--- src/rtl/router_pkg.sv ---
// rtl/router_pkg.sv - shared packet type, byte count and scheduler states for the router output port
package router_pkg;

    localparam int PKT_BYTES = 4;

    // Byte 0 is the leftmost element so it is the first byte on the wire.
    typedef logic [0:PKT_BYTES-1][7:0] pkt_t;

    typedef enum logic {
        IDLE = 1'b0,
        SEND = 1'b1
    } sched_state_t;

endpackage

--- src/rtl/out_port_scheduler_if.sv ---
// rtl/out_port_scheduler_if.sv - request/pop/byte-stream bundle between input FIFOs, scheduler and next hop
interface out_port_scheduler_if #(
    parameter int NUM_IN = 4,
    parameter int CNT_W  = 16
);
    import router_pkg::*;

    localparam int IDX_W = $clog2(NUM_IN);

    logic [NUM_IN-1:0] req_avail;
    pkt_t              pkt_in [NUM_IN];
    logic [NUM_IN-1:0] read_data;
    logic              dest_full;
    logic              send_data;
    logic [7:0]        payload;
    logic [IDX_W-1:0]  grant_id;
    logic              busy;
    logic [CNT_W-1:0]  pkt_count;

    modport master (
        input  req_avail, pkt_in, dest_full,
        output read_data, send_data, payload, grant_id, busy, pkt_count
    );

    modport slave (
        output req_avail, pkt_in, dest_full,
        input  read_data, send_data, payload, grant_id, busy, pkt_count
    );

endinterface

--- src/rtl/rr_arbiter.sv ---
// rtl/rr_arbiter.sv - combinational circular priority search starting at ptr
module rr_arbiter #(
    parameter int N = 4
) (
    input  logic [N-1:0]         req,
    input  logic [$clog2(N)-1:0] ptr,
    output logic                 valid,
    output logic [$clog2(N)-1:0] idx,
    output logic [N-1:0]         onehot
);
    localparam int IDX_W = $clog2(N);

    int w_j;

    always_comb begin
        valid  = 1'b0;
        idx    = '0;
        onehot = '0;
        w_j    = 0;
        for (int k = 0; k < N; k++) begin
            w_j = int'(ptr) + k;
            if (w_j >= N) begin
                w_j = w_j - N;
            end
            if (!valid && req[w_j]) begin
                valid = 1'b1;
                idx   = w_j[IDX_W-1:0];
            end
        end
        if (valid) begin
            onehot[idx] = 1'b1;
        end
    end

endmodule

--- src/rtl/out_port_scheduler.sv ---
// rtl/out_port_scheduler.sv - round-robin output-port scheduler: grant, pop, then serialise one packet
module out_port_scheduler #(
    parameter int NUM_IN = 4,
    parameter int CNT_W  = 16
) (
    input logic             clock,
    input logic             reset,
    out_port_scheduler_if.master bus
);
    import router_pkg::*;

    localparam int IDX_W = $clog2(NUM_IN);
    localparam int BC_W  = (PKT_BYTES > 1) ? $clog2(PKT_BYTES) : 1;

    sched_state_t      r_state;
    sched_state_t      w_next_state;
    logic [IDX_W-1:0]  r_rr_ptr;
    logic [IDX_W-1:0]  r_grant_id;
    logic [BC_W-1:0]   r_byte_cnt;
    pkt_t              r_pkt_reg;
    logic [CNT_W-1:0]  r_pkt_count;

    logic              w_valid;
    logic [IDX_W-1:0]  w_idx;
    logic [NUM_IN-1:0] w_onehot;
    logic              w_start;
    logic              w_last;

    rr_arbiter #(.N(NUM_IN)) u_arb (
        .req    (bus.req_avail),
        .ptr    (r_rr_ptr),
        .valid  (w_valid),
        .idx    (w_idx),
        .onehot (w_onehot)
    );

    always_ff @(posedge clock) begin
        if (reset) begin
            r_state <= IDLE;
        end else begin
            r_state <= w_next_state;
        end
    end

    // Outputs are forced quiet while reset is asserted, even before the state register clears.
    always_comb begin
        w_next_state  = r_state;
        w_start       = 1'b0;
        w_last        = (r_byte_cnt == BC_W'(PKT_BYTES - 1));
        bus.read_data = '0;
        bus.send_data = 1'b0;
        bus.payload   = 8'h00;
        bus.busy      = 1'b0;
        bus.grant_id  = reset ? '0 : r_grant_id;
        bus.pkt_count = r_pkt_count;
        case (r_state)
            IDLE: begin
                if (w_valid && !bus.dest_full && !reset) begin
                    w_start       = 1'b1;
                    w_next_state  = SEND;
                    bus.read_data = w_onehot;
                end
            end
            SEND: begin
                if (!reset) begin
                    bus.send_data = 1'b1;
                    bus.payload   = r_pkt_reg[r_byte_cnt];
                    bus.busy      = 1'b1;
                end
                if (w_last) begin
                    w_next_state = IDLE;
                end
            end
            default: w_next_state = IDLE;
        endcase
    end

    always_ff @(posedge clock) begin
        if (reset) begin
            r_rr_ptr    <= '0;
            r_grant_id  <= '0;
            r_byte_cnt  <= '0;
            r_pkt_reg   <= '0;
            r_pkt_count <= '0;
        end else if (w_start) begin
            r_pkt_reg  <= bus.pkt_in[w_idx];
            r_grant_id <= w_idx;
            r_rr_ptr   <= (w_idx == IDX_W'(NUM_IN - 1)) ? '0 : w_idx + IDX_W'(1);
            r_byte_cnt <= '0;
        end else if (r_state == SEND) begin
            if (w_last) begin
                r_byte_cnt  <= '0;
                r_pkt_count <= r_pkt_count + CNT_W'(1);
            end else begin
                r_byte_cnt <= r_byte_cnt + BC_W'(1);
            end
        end
    end

endmodule

--- src/flat_wrapper.sv ---
// flat-port wrapper written by rule: the top's interface ports become plain ports
module out_port_scheduler_flat import router_pkg::*;
#(
    parameter int NUM_IN = 4,
    parameter int CNT_W  = 16
)
  (clock, reset, bus_req_avail, bus_pkt_in, bus_dest_full, bus_read_data, bus_send_data, bus_payload, bus_grant_id, bus_busy, bus_pkt_count);
  out_port_scheduler_if #(.NUM_IN(NUM_IN), .CNT_W(CNT_W)) bus_i ();
  input logic clock;
  input logic reset;
  input wire logic [$bits(bus_i.req_avail)-1:0] bus_req_avail;
  input wire logic [$bits(bus_i.pkt_in)-1:0] bus_pkt_in;
  input wire logic [$bits(bus_i.dest_full)-1:0] bus_dest_full;
  output wire logic [$bits(bus_i.read_data)-1:0] bus_read_data;
  output wire logic [$bits(bus_i.send_data)-1:0] bus_send_data;
  output wire logic [$bits(bus_i.payload)-1:0] bus_payload;
  output wire logic [$bits(bus_i.grant_id)-1:0] bus_grant_id;
  output wire logic [$bits(bus_i.busy)-1:0] bus_busy;
  output wire logic [$bits(bus_i.pkt_count)-1:0] bus_pkt_count;
  assign bus_i.req_avail = bus_req_avail;
  assign bus_i.pkt_in = {>>{bus_pkt_in}};
  assign bus_i.dest_full = bus_dest_full;
  assign bus_read_data = bus_i.read_data;
  assign bus_send_data = bus_i.send_data;
  assign bus_payload = bus_i.payload;
  assign bus_grant_id = bus_i.grant_id;
  assign bus_busy = bus_i.busy;
  assign bus_pkt_count = bus_i.pkt_count;
  out_port_scheduler #(.NUM_IN(NUM_IN), .CNT_W(CNT_W)) u_core (.clock(clock), .reset(reset), .bus(bus_i));
endmodule
--- config.mk ---
export PLATFORM = sky130hd
export DESIGN_NAME = out_port_scheduler_flat
export DESIGN_NICKNAME = d
export VERILOG_FILES = /design/src/rtl/router_pkg.sv /design/src/rtl/out_port_scheduler_if.sv /design/src/rtl/rr_arbiter.sv /design/src/rtl/out_port_scheduler.sv /design/src/flat_wrapper.sv
export SDC_FILE = /design/constraint.sdc
export NUM_CORES = 1
export LEC_CHECK = 0
export BUFFER_PORTS_ARGS = -buffer_cell sky130_fd_sc_hd__buf_2
export CAP_MARGIN = 20
export CORE_MARGIN = 2
export CORE_UTILIZATION = 50
export CTS_CLUSTER_DIAMETER = 80
export DETAILED_ROUTE_END_ITERATION = 10
export PLACE_DENSITY = 0.94
export SYNTH_ARGS = -nofsm -noshare
export SYNTH_HDL_FRONTEND = slang
export SYNTH_SLANG_ARGS = --single-unit
--- constraint.sdc ---
create_clock -name clock -period 3.85 [get_ports clock]
set_input_delay 0.77 -clock clock [delete_from_list [all_inputs] [get_ports clock]]
set_output_delay 0.77 -clock clock [all_outputs]
set_load 0.1 [all_outputs]
### After elaboration in Yosys (flattened, before gate mapping)

Index checks and enable logic that the tools add are counted.

| word-level totals | value |
|---|---|
| output and inout bits | 32 |
| bits in writable memories | 0 |
| bits in read-only memories | 0 |
| memories | 0 |
| latch bits | 0 |
| register bits | 55 |

| operators by class | value |
|---|---|
| bitwise gates (word level) | 4 |
| add/subtract/negate cells | 10 |
| mux-type cells | 46 |
| multipliers | 0 |
| shift operators | 0 |
| order comparisons | 12 |
| equality and inequality tests | 2 |
| reduce and logical (&&, ||, !) cells | 13 |
| divide/modulo/power cells | 0 |

Operators with widths:

| kind | count |
|---|---|
| $mux 32 | 6 |
| $lt 32x4->1 const B | 4 |
| $bmux 32 s2 | 1 |
| $mux 8 | 4 |
| $mux 1 | 18 |
| $add 16x1->16 const B | 1 |
| $bmux 8 s2 | 1 |
| $ge 3x3->1 const B | 5 |
| $mux 2 | 7 |
| $mux 4 | 3 |
| $sub 3x3->4 const B | 3 |
| $bmux 1 s2 | 4 |
| $add 2x2->3 const B | 2 |
| $logic_and 1x1->1 | 6 |
| $not 2->3 | 2 |
| $logic_not 1->1 | 5 |
| $add 2x1->2 const B | 2 |
| $eq 2x2->1 const B | 2 |
| $sub 2x3->4 const B | 1 |
| $add 2x1->3 const B | 1 |
| $ge 2x3->1 const B | 1 |
| $lt 2x3->1 const B | 1 |
| $reduce_and 3->1 | 1 |
| $demux 1 s2 | 1 |
| other kinds (4) | 5 |

### Longest topological paths before layout

Gate-level depths: netlist of the first run.

| depth | value |
|---|---|
| depth after elaboration | 22 |
| depth in mapped cells | 8 |
| depth with buffers taken out | 7 |

### Cells and area by module

A second synthesis of the first run with hierarchy kept.

| second synthesis, totals | value |
|---|---|
| cells, all modules | 350 |
| area total of the unflattened synthesis | 3429.5 µm² |

Modules (own cells, without submodules):

| module | times used | cells each | area an instance (µm²) |
|---|---|---|---|
| out_port_scheduler | 1 | 318 | 3246.9 |
| rr_arbiter | 1 | 32 | 182.7 |

### Least setup slack after synthesis of the first run

Ideal clock, no wire load.

| timing | value |
|---|---|
| path kind | input-to-output |
| start | in bus_req_avail[2] |
| end | out bus_read_data[0] |
| stages | 6 |
| path slack | -0.844 ns |
| arrival | 3.924 ns |
| required time | 3.080 ns |
| cell sequence | nor2b_1 > a21boi_0 > o32ai_2 > inv_2 > clkbuf_1 > nor3_1 |

| between the ends | value |
|---|---|
| word-level cells in the longest chain between the ends | 20 |
| elaborated cells between the ends (all ways) | 36 |
| classes of those cells | order compare (2); mux (25); reduce/logical (9) |

RTL lines:

| what | line | source |
|---|---|---|
| from (decl) | flat_wrapper.sv:11 | `input wire logic [$bits(bus_i.req_avail)-1:0] bus_req_avail;` |
| $bmux 1 s2 | rr_arbiter.sv:25 | `if (!valid && req[w_j]) begin` |
| $mux 1 (not written as such) (2 in a row) | rr_arbiter.sv:25 |  |
| $mux 1 | rr_arbiter.sv:25 |  |
| $logic_not 1->1 | rr_arbiter.sv:25 |  |
| $logic_and 1x1->1 | rr_arbiter.sv:25 |  |
| $mux 1 | rr_arbiter.sv:25 |  |
| $logic_not 1->1 | rr_arbiter.sv:25 |  |
| $logic_and 1x1->1 | rr_arbiter.sv:25 |  |
| (+3 left out) | - |  |
| $mux 2 | rr_arbiter.sv:25 |  |
| $lt 2x3->1 (not written as such) / $ge 2x1->1 (equally long branches) | rr_arbiter.sv:31 | `onehot[idx] = 1'b1;` |
| $logic_and 1x1->1 (not written as such) | rr_arbiter.sv:31 |  |
| $mux 1 (not written as such) | rr_arbiter.sv:31 |  |
| $demux 1 s2 | rr_arbiter.sv:31 |  |
| $mux 4 | rr_arbiter.sv:30 | `if (valid) begin` |
| $mux 4 (*) | out_port_scheduler.sv:58 | `if (w_valid && !bus.dest_full && !reset) begin` |
| $mux 4 (*) | out_port_scheduler.sv:56 | `case (r_state)` |
| to (decl) | flat_wrapper.sv:14 | `output wire logic [$bits(bus_i.read_data)-1:0] bus_read_data;` |

Every way passes the cells marked *; elsewhere a longest branch is shown, timed or not. The select of a mux whose other input is x is not followed.

### Worst setup path in the final report of the first run

| timing | value |
|---|---|
| start | in bus_req_avail[2] |
| end | out bus_read_data[3] |

The elaborated chain is that of the path after synthesis.

==> flow_metrics.py, run 1 <==
metrics = {
    "place": {
        "dp_hpwl_um": 7280,
        "dpl.cell_count": 621,
        "gp_congestion": 0.831,
        "numPortBuffers": 166,
    },
    "yosys": {
        "synth_top_area_share": 0.323,
        "yosys.area.top_type": "dfxtp_1",
        "synthesis.nets": 546,
        "synthCells": 408,
        "synth_flop_cell": "dfxtp_1",
        "synth_common_cells": "68 x and3_1, 64 x a211oi_1, 55 x dfxtp_1",
        "synth.area.top_cells": "dfxtp_1 32%, a211oi_1 14%, and3_1 12%, o31ai_1 7.1%, mux4_2 5.3%",
        "ys_seq_area_frac": 0.323,
        "synth.most_common_cell": "and3_1",
        "synth_enable_flop_cells": 0,
        "syn_area_mm2": 0.00341,
        "yosysWarnings": 0,
        "synth_cell_type_count": 36,
        "synthArstFlopShare": 0,
        "synth-seq-cells": 55,
        "syn_area_per_cell_um2": 8.35,
    },
    "clocking": {
        "postCtsHoldBufs": 0,
        "clk_transition_reported_paths_ps": 80,
        "cts_buffer_depth": 2,
        "cts_resized": 0,
        "htreeDepth": 2,
        "cts-buffers-inserted": 5,
        "cts_root_buffer": "clkbuf_8",
        "clock_latency_ps": 300,
        "clkSinkCount": 55,
        "cts_setup_buffers": 0,
        "cts_tree": "yes",
    },
    "detailed_routing": {
        "vias": 3602,
        "avgViaCountPerCell": 5.73,
        "ant_nets": 0,
        "drtIter0Drc": 168,
        "route.detailed.drc": 0,
        "first_pass_iters": 4,
        "routed_wl_um": 9890,
        "wl_per_cell_um": 15.7,
    },
    "die": {
        "io_pins": 167,
        "rows": 30,
        "dieWidth_um": 86.5,
        "die_h_um": 86.5,
        "start_util": 0.510,
        "die_area_mm2": 0.00749,
        "core-area_mm2": 0.00668,
    },
    "timing": {
        "rsz0062_at_grt": "false",
        "maxSlewViolCount": 0,
        "period_needed_ps": 3240,
        "setup_violations": 0,
        "fmax_mhz": 309,
        "clock_skew_ps": 9.80,
        "hold_viol": 0,
        "tightest_slew_ps": 626,
        "max_slew_margin": 0.580,
        "fin_tns_setup_ps": 0,
        "timing.final.crit_share": 0.842,
    },
    "run_status": {
        "status": "finished, final reports clean",
    },
    "finish": {
        "final_nets": 686,
        "syn_to_final_growth_pct": 27.9,
        "largest_reg_flops": 32,
        "drive_gt1_frac": 0.361,
        "antenna_cells": 0,
        "fillerInstances": 574,
        "final_cells": 629,
    },
    "critical_path": {
        "critPathKind": "primary input to output pin",
        "worstPathArrival_ps": 2470,
        "endpoint_kind": "output pin",
        "startpoint_type": "primary input",
        "crit_fanout": 4,
        "critical_path_required_ps": 3080,
    },
    "global_routing": {
        "antenna_found_initial": 0,
        "track_usage": 0.262,
        "grt.overflow.total": 0,
        "grt_pass1_wl_um": 15700,
        "grt_start_max_net_pins": 65,
        "grt_pass1_vias": 3287,
    },
    "worst_hold_path": {
        "holdCritPathClass": "flop to flop",
    },
    "pwr": {
        "peakVddDrop_v": 0.000158,
        "p_total_mw": 1.42,
        "leakage_nw": 2.01,
        "powerDensity_mw_per_mm2": 325,
    },
    "job": {
        "cap_violations": 0,
    },
}
## critical path, stage by stage
cell,delay [ps]
buf_2,100
nor2b_1,230
a21boi_0,430
o32ai_4,180
inv_2,80
ha_1,130
and2_1,120
buf_2,420
## layout by cell type, fill, tap and decap left out, drive strengths merged
cell | synthesis | final
buf | 15 | 174
and3 | 68 | 68
a211oi | 64 | 64
dfxtp | 55 | 55
nand2 | 43 | 43
o31ai | 32 | 32
nor2 | 20 | 20
nor2b | 15 | 15
mux4 | 8 | 8
xor2 | 8 | 8
a21oi | 6 | 6
xnor2 | 6 | 6
clkbuf | 26 | 6
nor3 | 6 | 6
nand2b | 4 | 4
nand4 | 4 | 4
and4 | 3 | 3
ha | 3 | 3
inv | 3 | 3
nor3b | 2 | 2
or3 | 2 | 2
and2 | 2 | 2
nand3 | 2 | 2
mux2i | 2 | 2
a21boi | 1 | 1
o32ai | 1 | 1
a2bb2oi | 1 | 1
nor4 | 1 | 1
or4 | 1 | 1
or4b | 1 | 1
o21ai | 1 | 1
o21bai | 1 | 1
mux2 | 1 | 1
clkinvlp | 0 | 1
clkinv | 0 | 1
## power breakdown
group	switching (mW)	internal [mW]
Sequential	0.0345	0.612
Clock	0.179	0.128
Combinational	0.266	0.196
## routing by layer
metal / share of wire / vias up / track usage
met3: 0.061 / 8 / 0.0400
met2: 0.48 / 142 / 0.426
met1: 0.45 / 1644 / 0.360
li1: - / 1808 / -
met4: 0.012 / 0 / 0.0795
met5: 0 / - / 0
## logic make-up after synthesis
family | Yosys count | share of synthesized area
compound gates | 107 | 0.234
fa+ha+maj | 3 | 0.0110
xor+xnor | 14 | 0.0360
flops | 55 | 0.323
buf+inv | 44 | 0.0569
simple gates | 174 | 0.277
mux | 11 | 0.0621
## per-stage QoR
stage / hold slack (ps) / util / area [um^2] / setup slack [ps]
after floorplan: 420 / - / 3420 / 0.329
after global placement: 431 / 0.639 / 4270 / 689
after detailed placement: 442 / 0.639 / 4270 / 650
after CTS: 464 / 0.652 / 4360 / 640
after global routing: 484 / 0.652 / 4360 / 477
final: 465 / 0.652 / 4360 / 609
## cell type report
class | instances | area, um^2 | area share
multi-input combinational | 309 | 2140 | 0.491
sequential | 55 | 1100 | 0.253
timing repair buffer | 174 | 921 | 0.211
tap | 80 | 100 | 0.0230
clock buffer | 6 | 72.6 | 0.0167
clock inverter | 2 | 12.5 | 0.00287
inverter | 3 | 11.3 | 0.00258
## final timing paths
| path | cells after the start | end | start | slack [ps] |
|---|---|---|---|---|
| setup / recovery | 8 | bus_read_data[3] | bus_req_avail[2] | 610 |
| hold / removal | 2 | u_core.r_pkt_reg[7] | u_core.r_pkt_reg[7] | 460 |
| hold reg to reg | 2 | u_core.r_pkt_reg[7] | u_core.r_pkt_reg[7] | 460 |
| setup reg to reg | 6 | u_core.r_pkt_reg[25] | u_core.r_rr_ptr[0] | 1470 |
(Power assumes the default switching activity.)
==> run 2: changes to the inputs <==
--- a/config.mk
+++ b/config.mk
@@ -8,10 +8,10 @@
 export BUFFER_PORTS_ARGS = -buffer_cell sky130_fd_sc_hd__buf_2
 export CAP_MARGIN = 20
 export CORE_MARGIN = 2
-export CORE_UTILIZATION = 50
+export CORE_UTILIZATION = 42
 export CTS_CLUSTER_DIAMETER = 80
 export DETAILED_ROUTE_END_ITERATION = 10
-export PLACE_DENSITY = 0.94
+export PLACE_DENSITY = 0.85
 export SYNTH_ARGS = -nofsm -noshare
 export SYNTH_HDL_FRONTEND = slang
 export SYNTH_SLANG_ARGS = --single-unit
==> constraint.sdc (replaced) <==
create_clock -name clock -period 2.93 [get_ports clock]
set_input_delay 0.586 -clock clock [delete_from_list [all_inputs] [get_ports clock]]
set_output_delay 0.586 -clock clock [all_outputs]
set_load 0.1 [all_outputs]
==> flow_metrics.py, run 2 (synthesis results as in run 1) <==
metrics = {
    "detailed_routing": {
        "route.detailed.drc": 0,
        "drtIter0Drc": 128,
        "ant_nets": 0,
        "routed_wl_um": 10500,
        "routed-wl-met2_um": 5160,
        "met3WireLength_um": 572,
        "first_pass_iters": 4,
        "vias": 3675,
        "wirelength_met1_um": 4590,
        "highest_layer": "met5",
        "wl_per_cell_um": 16.0,
        "avgViaCountPerCell": 5.61,
    },
    "worst_hold_path": {
        "holdCritPathClass": "flop to flop",
        "min_to": "u_core.r_grant_id[0]",
        "min_from": "u_core.r_grant_id[0]",
        "whs_path_depth": 2,
    },
    "critical_path": {
        "crit_slowest_cell": "o32ai_4",
        "r2r_end": "u_core.r_pkt_reg[20]",
        "worstPathArrival_ps": 2120,
        "startpoint_type": "primary input",
        "reg2reg_slack_ps": 640,
        "critPathKind": "primary input to output pin",
        "endpoint_kind": "output pin",
        "r2r_start": "u_core.r_rr_ptr[0]",
        "crit_fanout": 21,
        "path_cells": "buf_2, nor2b_1, a21boi_0, o32ai_4, buf_4, and3_2, buf_12",
        "cpPeakStageDelay_ps": 360,
        "critical_path_required_ps": 2340,
        "r2r_cells": 6,
    },
    "finish": {
        "drive_gt1_frac": 0.385,
        "layout_commonest_cell": "buf_2",
        "layout_common_cells": "162 x buf_2, 67 x and3_1, 64 x a211oi_1",
        "largest_reg_flops": 32,
        "syn_to_final_growth_pct": 31.5,
        "final_nets": 690,
        "antenna_cells": 0,
        "fillerInstances": 724,
        "final_cells": 655,
    },
    "timing": {
        "period_needed_ps": 2710,
        "tightest_slew_ps": 678,
        "fmax_mhz": 369,
        "fin_tns_setup_ps": 0,
        "maxSlewViolCount": 0,
        "rsz0062_at_grt": "false",
        "max_slew_margin": 0.545,
        "setup_violations": 0,
        "clock_skew_ps": 7.45,
        "hold_viol": 0,
        "timing.final.crit_share": 0.925,
    },
    "clocking": {
        "cts_setup_buffers": 0,
        "htreeDepth": 2,
        "cts_root_buffer": "clkbuf_8",
        "cts_resized": 0,
        "clk_transition_reported_paths_ps": 100,
        "clkSinkCount": 55,
        "cts-buffers-inserted": 5,
        "cts_buffer_depth": 2,
        "cts_tree": "yes",
        "postCtsHoldBufs": 0,
        "clock_latency_ps": 310,
    },
    "place": {
        "dpl.cell_count": 647,
        "numPortBuffers": 166,
        "gp_congestion": 0.906,
        "dp_hpwl_um": 7960,
    },
    "die": {
        "die_area_mm2": 0.00885,
        "start_util": 0.436,
        "core-area_mm2": 0.00781,
        "io_pins": 167,
        "rows": 32,
        "dieWidth_um": 94.1,
        "die_h_um": 94.1,
    },
    "global_routing": {
        "grt_pass1_wl_um": 16300,
        "antenna_found_initial": 1,
        "grt.overflow.total": 0,
        "grt_start_max_net_pins": 65,
        "track_usage": 0.231,
        "grt_pass1_vias": 3389,
    },
    "run_status": {
        "status": "finished, final reports clean",
    },
    "pwr": {
        "p_total_mw": 1.90,
        "powerDensity_mw_per_mm2": 423,
        "peakVddDrop_v": 0.000222,
        "leakage_nw": 2.05,
    },
    "job": {
        "cap_violations": 0,
    },
}
==> run 2: changes by cell type in the layout (fill, tap and decap cells not counted), moves of 2 or more <==
cell	before	now
buf_12	2	4
buf_2	164	162
buf_4	8	12
nor2b_1	15	7
nor2b_2	0	8
nor3_2	3	1
nor3_4	0	2
==> run 2: layer usage <==
| layer | GRT usage | up-vias |
|---|---|---|
| met1 | 0.304 | 1723 |
| met3 | 0.0353 | 12 |
| met2 | 0.399 | 124 |
| met5 | 0 | - |
| li1 | - | 1814 |
| met4 | 0.0519 | 2 |
==> run 2: metrics by stage <==
step | utilization | hold slack (ps) | instance area [um^2] | worst slack (ps)
after floorplan | - | 420 | 3450 | -153
after global placement | 0.563 | 433 | 4390 | 313
after detailed placement | 0.563 | 442 | 4390 | 233
after CTS | 0.574 | 458 | 4480 | 222
after global routing | 0.574 | 480 | 4480 | 118
final | 0.574 | 459 | 4480 | 220
==> run 2: cell type report <==
type / count / area, um^2 / area share
Multi-Input combinational cell: 309 / 2170 / 0.485
Sequential cell: 55 / 1100 / 0.246
Timing Repair Buffer: 178 / 981 / 0.219
Tap cell: 102 / 128 / 0.0285
Clock buffer: 5 / 68.8 / 0.0154
Clock inverter: 3 / 18.8 / 0.00419
Inverter: 3 / 11.3 / 0.00251
==> run 2: power breakdown <==
group	internal, mW	switching (mW)
clock network	0.169	0.251
logic	0.270	0.353
registers	0.805	0.0478
total	1.24	0.653
==> run 2: worst max-delay path by stage <==
stage                         start               end  slack [ps]
6_report           bus_req_avail[2]  bus_read_data[1]         220
5_1_grt        u_core.r_byte_cnt[0]    bus_payload[4]         120
4_1_cts        u_core.r_byte_cnt[0]    bus_payload[4]         220
3_5_place_dp       bus_req_avail[2]  bus_read_data[1]         230
3_3_place_gp       bus_req_avail[2]  bus_read_data[1]         310
2_1_floorplan      bus_req_avail[2]  bus_read_data[0]        -150
==> run 2: worst max-delay path: cells and delay by family <==
kind | cells | cell delay [ps]
AO/OA/AOI/OAI | 2 | 520
buffers and inverters | 3 | 610
AND/OR/NAND/NOR | 2 | 390
==> run 3: changes to the inputs <==
--- a/config.mk
+++ b/config.mk
@@ -5,10 +5,11 @@
 export SDC_FILE = /design/constraint.sdc
 export NUM_CORES = 1
 export LEC_CHECK = 0
+export ABC_AREA = 1
 export BUFFER_PORTS_ARGS = -buffer_cell sky130_fd_sc_hd__buf_2
 export CAP_MARGIN = 20
 export CORE_MARGIN = 2
-export CORE_UTILIZATION = 42
+export CORE_UTILIZATION = 44
 export CTS_CLUSTER_DIAMETER = 80
 export DETAILED_ROUTE_END_ITERATION = 10
 export PLACE_DENSITY = 0.85
==> flow_metrics.py, run 3 <==
metrics = {
    "detailed_routing": {
        "drtIter0Drc": 259,
        "wl_per_cell_um": 13.8,
        "routed_wl_um": 12200,
        "avgViaCountPerCell": 5.47,
        "route.detailed.drc": 0,
        "vias": 4822,
        "first_pass_iters": 7,
        "ant_nets": 0,
    },
    "finish": {
        "antenna_cells": 0,
        "fillerInstances": 861,
        "final_nets": 911,
        "drive_gt1_frac": 0.295,
        "layout_commonest_cell": "buf_2",
        "regArea_mm2": 0.00111,
        "utilization": 0.582,
        "largest_reg_flops": 32,
        "syn_to_final_growth_pct": 28.9,
        "multi_input_area_mm2": 0.00251,
        "layout_common_cells": "161 x buf_2, 150 x nand2_1, 139 x nand3_1",
        "fin_area_mm2": 0.00508,
    },
    "global_routing": {
        "grt_pass1_vias": 4185,
        "grt_pass1_wl_um": 19200,
        "antenna_found_initial": 0,
        "track_usage": 0.235,
        "grt_start_max_net_pins": 65,
        "grt.overflow.total": 0,
    },
    "run_status": {
        "status": "finished, final reports clean",
    },
    "yosys": {
        "synth.area.top_cells": "dfxtp_1 28%, nand3_1 18%, nand2_1 15%, nand4_1 10%, nor2_1 6.2%",
        "synthArstFlopShare": 0,
        "synth-seq-cells": 55,
        "ys_seq_area_frac": 0.279,
        "yosys.area.top_type": "dfxtp_1",
        "synth_common_cells": "154 x nand2_1, 140 x nand3_1, 66 x nand4_1",
        "synth_flop_cell": "dfxtp_1",
        "synth_cell_type_count": 26,
        "syn_area_per_cell_um2": 6.21,
        "synthesis.nets": 772,
        "synthCells": 634,
        "synth_enable_flop_cells": 0,
        "yosysWarnings": 0,
        "synth.most_common_cell": "nand2_1",
        "synth_top_area_share": 0.279,
        "syn_area_mm2": 0.00394,
    },
    "critical_path": {
        "critical_path_required_ps": 2340,
        "critPathKind": "flop to output pin",
        "endpoint_kind": "output pin",
        "worstPathArrival_ps": 2260,
        "crit_fanout": 6,
        "startpoint_type": "flop",
    },
    "die": {
        "io_pins": 167,
        "rows": 34,
        "dieWidth_um": 98.6,
        "core-area_mm2": 0.00872,
        "start_util": 0.452,
        "die_area_mm2": 0.00973,
        "die_h_um": 98.6,
    },
    "clocking": {
        "clk_transition_reported_paths_ps": 100,
        "clkSinkCount": 55,
        "cts_buffer_depth": 2,
        "clock_latency_ps": 310,
        "htreeDepth": 2,
        "postCtsHoldBufs": 0,
        "cts_root_buffer": "clkbuf_8",
        "cts-buffers-inserted": 5,
        "cts_tree": "yes",
    },
    "job": {
        "cap_violations": 0,
    },
    "timing": {
        "setup_violations": 0,
        "whs_ps": 477,
        "tightest_slew_ps": 702,
        "clock_skew_ps": 9.43,
        "timing.final.crit_share": 0.971,
        "maxSlewViolCount": 0,
        "fmax_mhz": 352,
        "period_needed_ps": 2840,
        "hold_viol": 0,
        "rsz0062_at_grt": "true",
        "max_slew_margin": 0.532,
    },
    "worst_hold_path": {
        "holdCritPathClass": "flop to flop",
    },
    "place": {
        "dp_hpwl_um": 8810,
        "placedInstanceArea_mm2": 0.00483,
        "numPortBuffers": 166,
        "gp_congestion": 0.911,
    },
    "pwr": {
        "powerDensity_mw_per_mm2": 570,
        "p_total_mw": 2.89,
        "leakage_nw": 2.51,
        "peakVddDrop_v": 0.000278,
    },
}
==> run 3: final cells by class <==
type	instances	share of cell area
Multi-Input combinational cell	492	0.494
Sequential cell	55	0.218
Timing Repair Buffer	184	0.207
Inverter	35	0.0271
Tap cell	108	0.0266
Clock inverter	3	0.0140
Clock buffer	5	0.0135
==> run 3: worst paths after layout <==
path	startpoint	to	slack [ps]	cells past startpoint
setup / recovery	u_core.r_rr_ptr[0]	bus_read_data[1]	90	12
hold / removal	u_core.r_pkt_reg[19]	u_core.r_pkt_reg[19]	480	2
setup reg to reg	u_core.r_rr_ptr[0]	u_core.r_pkt_reg[24]	560	12
hold reg to reg	u_core.r_pkt_reg[19]	u_core.r_pkt_reg[19]	480	2
==> run 3: stage by stage <==
| step | std cells | setup slack (ps) | TNS, ps |
|---|---|---|---|
| 2_1_floorplan | 634 | -417 | -1830 |
| 4_1_cts | 874 | 47.6 | 0 |
| 5_1_grt | 882 | -30.0 | -56.4 |
| 6_report | 882 | 86.0 | 0 |
| 3_3_place_gp | 866 | 272 | 0 |
| 3_5_place_dp | 866 | 231 | 0 |
==> run 3: what timing repair did <==
item / CTS / global route
cloned: 0 / 1
resized for setup: 1 / 13
setup buffers: 0 / 7
pin swaps: 0 / 3
endpoints found under the hold margin: 0 / 0
endpoints found under the setup margin: 3 / 3
==> run 3: worst max-delay path, stage by stage, from the launching register on <==
cell	delay, ps
dfxtp_4	390
clkbuf_4	170
nand2_1	90
nand3_1	80
nand2_1	110
inv_1	80
nand3_2	110
inv_2	60
nor3_4	240
nand2_4	110
buf_12	150
nor3_4	160
buf_12	200
==> run 3: kinds of logic (layout without fill, tap and decap cells) <==
kind of cell               count (synthesis)  in the layout  synth area share
DFF                                       55             55             0.279
AOI/OAI and AO/OA                         47             47            0.0607
and+or+nand+nor                          438            439             0.521
adders and majority gates                  3              3           0.00953
xor gates and xnor gates                   3              3           0.00667
buffers and inverters                     88            227             0.122
==> run 3: layer usage <==
layer | vias to the layer above | track usage | wire length, um
met5 | - | 0 | 0
met4 | 0 | 0.0769 | 302
li1 | 2441 | - | -
met1 | 2147 | 0.332 | 5210
met2 | 214 | 0.364 | 5640
met3 | 20 | 0.0447 | 997
==> run 3: report_power, final <==
group	total, mW	internal, mW	switching [mW]
Clock	0.611	0.347	0.264
Combinational	1.36	0.450	0.913
Sequential	0.921	0.857	0.0640
Total	2.89	1.65	1.24
